--- src/rtl/fir_filter_core.sv ---
// ---------------------------------------------------------------------------
// fir_filter_core
//
// Sequential multiply-accumulate FIR filter. It sits between the I2S ADC
// output and the DAC input. One multiplier is shared across all taps, and one
// tap is processed per clock. Coefficients arrive over a serial load chain that
// is fed from the config store. The chain is committed to the active
// coefficient bank only while the filter is idle, so a sample is never
// computed with a mix of old and new coefficients.
//
// Optional feature (compile-time macro):
//   FIR_SATURATE_EN  defined   : output clamps to [-2^(DataWidth-1), 2^(DataWidth-1)-1]
//                    undefined : output keeps the low DataWidth bits (wraps)
//
// Ports:
//   clk             in   system clock
//   reset           in   asynchronous active-low reset
//   serialEn        in   serial shift enable, high for a whole SPI frame
//   serialIn        in   coefficient bit, valid while serialEn=1
//   sampleIn        in   [DataWidth] signed ADC sample
//   sampleInValid   in   one-cycle strobe qualifying sampleIn
//   sampleOut       out  [DataWidth] filtered sample, held between strobes
//   sampleOutValid  out  one-cycle strobe qualifying sampleOut
//   busy            out  high while a sample is being processed
// ---------------------------------------------------------------------------
module fir_filter_core #(
  parameter int DataWidth  = 12,
  parameter int CoeffWidth = 12,
  parameter int NumTaps    = 8
) (
  input  logic                 clk,
  input  logic                 reset,
  input  logic                 serialEn,
  input  logic                 serialIn,
  input  logic [DataWidth-1:0] sampleIn,
  input  logic                 sampleInValid,
  output logic [DataWidth-1:0] sampleOut,
  output logic                 sampleOutValid,
  output logic                 busy
);

  localparam int AccWidth  = DataWidth + CoeffWidth + $clog2(NumTaps);
  localparam int ProdWidth = DataWidth + CoeffWidth;
  localparam int ChainW    = NumTaps * CoeffWidth;
  localparam int CntW      = $clog2(NumTaps);
  // Q2.(CoeffWidth-2): drop the fractional coefficient bits on output
  localparam int FracBits  = CoeffWidth - 2;
  localparam logic [CoeffWidth-1:0] CoeffOne = CoeffWidth'(1 << FracBits);

  typedef enum logic [1:0] {
    S_IDLE,
    S_MAC,
    S_OUT
  } state_t;

  // ---------------------------------------------------------------------
  // State
  // ---------------------------------------------------------------------
  state_t                                 state_q;
  logic [CntW-1:0]                        cnt_q;
  logic signed [AccWidth-1:0]             acc_q;
  logic [NumTaps-1:0][DataWidth-1:0]      dline_q;   // dline_q[0] = newest
  logic [NumTaps-1:0][CoeffWidth-1:0]     coef_q;    // active coefficients
  logic [ChainW-1:0]                      chain_q, chain_d;
  logic                                   ser_en_q;
  logic                                   pend_q, pend_d;
  logic [DataWidth-1:0]                   out_q, out_d;
  logic                                   vld_q;
  logic                                   busy_q;

  // ---------------------------------------------------------------------
  // Serial coefficient load chain and commit tracking
  // ---------------------------------------------------------------------
  // The first bit shifted in ends up as the MSB of the top tap. Overlong
  // frames push their earliest bits out of the top of the chain.
  always_comb begin
    chain_d = chain_q;
    if (serialEn) chain_d = {chain_q[ChainW-2:0], serialIn};
  end

  // The commit waits for an idle cycle. The falling edge of serialEn only
  // marks the chain as ready to be copied.
  logic commit;
  assign commit = pend_q && (state_q == S_IDLE);

  always_comb begin
    pend_d = pend_q;
    if (commit)                 pend_d = 1'b0;
    if (ser_en_q && !serialEn)  pend_d = 1'b1;
  end

  // ---------------------------------------------------------------------
  // MAC datapath: single shared multiplier indexed by the tap counter
  // ---------------------------------------------------------------------
  logic signed [DataWidth-1:0]  x_w;
  logic signed [CoeffWidth-1:0] c_w;
  logic signed [ProdWidth-1:0]  prod_w;
  logic signed [AccWidth-1:0]   prod_ext;

  assign x_w      = dline_q[cnt_q];
  assign c_w      = coef_q[cnt_q];
  assign prod_w   = x_w * c_w;
  assign prod_ext = {{(AccWidth-ProdWidth){prod_w[ProdWidth-1]}}, prod_w};

  // ---------------------------------------------------------------------
  // Output scaling: arithmetic floor shift, then clamp or wrap
  // ---------------------------------------------------------------------
`ifdef FIR_SATURATE_EN
  localparam logic signed [AccWidth-1:0] SatMax = AccWidth'((1 << (DataWidth-1)) - 1);
  localparam logic signed [AccWidth-1:0] SatMin = -SatMax - AccWidth'(1);

  logic signed [AccWidth-1:0] shifted_w;
  assign shifted_w = acc_q >>> FracBits;

  always_comb begin
    out_d = shifted_w[DataWidth-1:0];
    if (shifted_w > SatMax)      out_d = SatMax[DataWidth-1:0];
    else if (shifted_w < SatMin) out_d = SatMin[DataWidth-1:0];
  end
`else
  // The low DataWidth bits of the floor-shifted value are just a bit slice.
  always_comb begin
    out_d = acc_q[FracBits +: DataWidth];
  end
`endif

  // ---------------------------------------------------------------------
  // Control FSM with registered outputs
  // ---------------------------------------------------------------------
  always_ff @(posedge clk or negedge reset) begin
    if (!reset) begin
      state_q  <= S_IDLE;
      cnt_q    <= '0;
      acc_q    <= '0;
      dline_q  <= '0;
      coef_q   <= '0;
      coef_q[0] <= CoeffOne;       // unity pass-through
      chain_q  <= '0;
      ser_en_q <= 1'b0;
      pend_q   <= 1'b0;
      out_q    <= '0;
      vld_q    <= 1'b0;
      busy_q   <= 1'b0;
    end else begin
      ser_en_q <= serialEn;
      chain_q  <= chain_d;
      pend_q   <= pend_d;
      vld_q    <= 1'b0;

      // The commit happens before a sample that is accepted in the same
      // cycle starts its MAC, so that sample already uses the new set.
      if (commit) coef_q <= chain_q;

      case (state_q)
        S_IDLE: begin
          busy_q <= 1'b0;
          if (sampleInValid) begin
            dline_q <= {dline_q[NumTaps-2:0], sampleIn};
            acc_q   <= '0;
            cnt_q   <= '0;
            busy_q  <= 1'b1;
            state_q <= S_MAC;
          end
        end

        // Strobes that arrive in S_MAC or S_OUT are ignored (overrun drop).
        S_MAC: begin
          acc_q <= acc_q + prod_ext;
          if (cnt_q == CntW'(NumTaps-1)) state_q <= S_OUT;
          else                           cnt_q   <= cnt_q + 1'b1;
        end

        S_OUT: begin
          out_q   <= out_d;
          vld_q   <= 1'b1;
          state_q <= S_IDLE;
        end

        default: state_q <= S_IDLE;
      endcase
    end
  end

  assign sampleOut      = out_q;
  assign sampleOutValid = vld_q;
  assign busy           = busy_q;

endmodule
--- config.mk ---
export PLATFORM = sky130hd
export DESIGN_NAME = fir_filter_core
export DESIGN_NICKNAME = d
export VERILOG_FILES = /design/src/rtl/fir_filter_core.sv
export SDC_FILE = /design/constraint.sdc
export NUM_CORES = 1
export LEC_CHECK = 0
export ABC_AREA = 1
export CAP_MARGIN = 30
export CORE_MARGIN = 5
export CORE_UTILIZATION = 42
export CTS_BUF_LIST = sky130_fd_sc_hd__clkbuf_8
export DETAILED_ROUTE_END_ITERATION = 8
export GPL_TIMING_DRIVEN = 0
export PLACE_DENSITY = 0.64
export SYNTH_ARGS = -nofsm -noshare
export SYNTH_HDL_FRONTEND = slang
export SYNTH_SLANG_ARGS = --single-unit
--- constraint.sdc ---
create_clock -name clk -period 7.4 [get_ports clk]
set_clock_uncertainty 0.2 [all_clocks]
set_input_delay 0.74 -clock clk [delete_from_list [all_inputs] [get_ports clk]]
set_output_delay 0.74 -clock clk [all_outputs]
set_load 0.05 [all_outputs]
==> flow_summary.ini <==
[synth]
netlist.area_leader.share_pct = 41.85
synth.most_common_cell = nand2_1
syn-num-nets = 2538
synth_cells = 2311
syn_area_mm2 = 0.01973
synthTopCellsByArea = dfrtp_1, fa_1, o21ai_0
synth_top_area_cell = dfrtp_1
seq_area_frac_synth_pct = 41.99
synth-seq-cells = 331
synth-warning-count = 0
synthFlopType = dfrtp_1
synth-edff-count = 0
syn_avg_cell_area_um2 = 8.538
yosysUniqueCellTypes = 37
synthArstFlopShare_pct = 100.0
yosys-top-cells-count = nand2_1, o21ai_0, inv_1

[clocking]
cts_tree = built
cts_buffers = 59
root_buffer = clkbuf_8
clk_path_buf_depth = 3
clkTransAtPathRegs_ns = 0.07
clkLatencyLatePin_ns = 0.67
clock_sinks = 331
htree_levels = 2

[critical_path]
slowest_stage = fa_1
rr_startpoint = cnt_q[1]$_DFFE_PN0P_
critPathMaxFanout = 10
worstPathRequired_ns = 7.75
crit_start = cnt_q[1]$_DFFE_PN0P_
crit_path_end_kind = register
crit_type = reg2reg
start_kind = register
ff2ff_path_depth = 31
cpPeakStageDelay_ns = 0.65
critical_path.most_common_cell = inv_1
arrival_ns = 7.47

[drt]
finalWirelength_mm = 55.21
ant_nets = 0
remaining_drc_errors = 0
drtPass1Iterations = 6
detail_route.iter0.violations = 1410
num_vias = 15866
wl_per_cell_um = 18.06
via_per_inst = 5.190

[placed_design]
hpwl_mm = 40.95
place_area_mm2 = 0.02085
gp_congestion = 0.9271
portBuffers = 30
dp_cells = 2950

[hold_path]
worstHoldPathCells = 2
hold_path_startpoint = chain_q[19]$_DFFE_PN0P_
hold_path.class = reg2reg

[floorplan]
io_pins = 31
die_area_mm2 = 0.05141
rows = 79
die_h_um = 226.7
core_mm2 = 0.04656
die_x_um = 226.7
start_util_pct = 42.38

[finish]
utilization_pct = 47.53
syn_to_final_growth_pct = 12.14
drive_gt1_share_pct = 7.551
fin_area_mm2 = 0.02213
final_cell_count_no_fill = 3057
insertedDiodeCount = 0
final_nets = 2637
nFillCells = 4510

[global_routing]
grt_pass1_vias = 16182
grt_max_degree = 124
grt_overflow_total = 0
grt_usage_pct = 22.03
antenna_found_initial = 0
grt_pass1_wl_mm = 88.79

[sta]
holdWs_ns = 0.2440
max_freq_ghz = 0.1405
rsz0062_at_grt = false
slew-limit-headroom_pct = 47.42
fin_crit_sh_pct = 96.17
worstMarginPinSlew_ns = 0.7887
period_needed_ns = 7.117
report.final.slew_viol_count = 0
setup_viol = 0
hold_viol = 0

[flow_run]
maxCapViolCount = 0

[outcome]
outcome = finished clean
-- kinds of logic (layout without fill, tap and decap cells) --
group,Yosys count,after routing,share of synthesized area (%)
adders and majority gates,210,210,18.91
buffers and inverters,511,650,10.32
and+or+nand+nor,722,722,14.26
AOI/OAI and AO/OA,531,531,14.26
xor gates and xnor gates,6,6,0.2664
DFF,331,331,41.99
-- layout make-up --
class	count	area, um^2	share of cell area, %
plain buffers	105	528.0	2.386
clock buffers	68	935.9	4.230
clock inverters	33	211.5	0.9557
inverters	406	1524	6.888
multi-input cells	1469	9463	42.77
flip-flops and latches	331	8284	37.44
well taps	607	759.5	3.432
repair buffers	38	420.4	1.900
-- stage by stage --
stage	worst slack [ns]	TNS, ns
3_5_place_dp	-0.2246	-0.2407
4_1_cts	0.03607	0
5_1_grt	0.002135	0
6_report	0.2831	0
2_1_floorplan	1.171	0
3_3_place_gp	-8.947	-2949.96
-- cell usage in the layout, fill, tap and decap left out, types with 3 or more instances in the layout --
| cell type | netlist | final |
|---|---|---|
| nor2_1 | 140 | 139 |
| ha_1 | 63 | 63 |
| clkbuf_2 | 0 | 4 |
| fa_1 | 147 | 146 |
| clkbuf_1 | 61 | 57 |
| nand2_1 | 534 | 534 |
| buf_1 | 6 | 6 |
| dfrtp_1 | 330 | 330 |
| nor2_2 | 3 | 4 |
| inv_2 | 17 | 17 |
| nand3b_1 | 3 | 3 |
| o21ai_0 | 401 | 401 |
| o21ai_4 | 4 | 6 |
| xnor2_1 | 3 | 3 |
| o21ai_2 | 12 | 14 |
| nand2_2 | 3 | 3 |
| a21oi_1 | 64 | 64 |
| nand3_1 | 28 | 28 |
| buf_6 | 8 | 9 |
| buf_2 | 22 | 19 |
| or2_2 | 3 | 3 |
| clkdlybuf4s50_1 | 0 | 29 |
| inv_1 | 388 | 410 |
| o22ai_1 | 27 | 25 |
| clkinv_2 | 0 | 6 |
| nand3_2 | 3 | 3 |
| xor2_1 | 3 | 3 |
| clkbuf_8 | 0 | 68 |
| buf_4 | 8 | 11 |
| o21ai_1 | 12 | 8 |
| clkbuf_4 | 0 | 3 |
| a22o_1 | 3 | 3 |
-- state kept, by name, indices dropped and copies added, names as in the netlist, 2 cells and up --
name / flops
chain_q: 96
coef_q: 96
dline_q: 96
acc_q: 22
sampleOut: 12
cnt_q: 3
state_q: 2
-- worst max-delay path, delay by kind of cell (launching register included) --
kind | cells | cell delay, ns
adder cells (fa/ha/maj) | 7 | 3.22
buffers and inverters | 13 | 1.37
AND/OR/NAND/NOR | 8 | 1.23
AO/OA/AOI/OAI | 3 | 0.53
flip-flops | 1 | 0.47
-- metal layers --
layer / global-route usage (%) / vias to the layer above / wire (um)
met2: 34.47 / 562 / 24790
met5: 0 / - / 0
met4: 7.239 / 0 / 1744
met1: 30.98 / 7825 / 24550
li1: - / 7375 / -
met3: 4.480 / 104 / 4126
-- worst paths after layout --
kind                                            to  slack [ns]
max in group asynchronous   coef_q[27]$_DFFE_PN0P_        5.39
min in group asynchronous  dline_q[76]$_DFFE_PN0P_        0.51
max                          acc_q[21]$_DFFE_PN0P_        0.28
max reg2reg                  acc_q[21]$_DFFE_PN0P_        0.28
min                        chain_q[20]$_DFFE_PN0P_        0.24
min reg2reg                chain_q[20]$_DFFE_PN0P_        0.24
-- repair_timing --
item | CTS | global route
hold buffers | 1 | 0
pin swaps | 2 | 3
setup buffers | 2 | 3
resized for setup | 2 | 20
setup endpoints to repair | 2 | 8
endpoints found under the hold margin | 91 | 0
gates cloned | 0 | 0
Power is left out: the tool's default activity adds up to more than one toggle a clock period on the data nets, which glitch-free logic cannot reach.
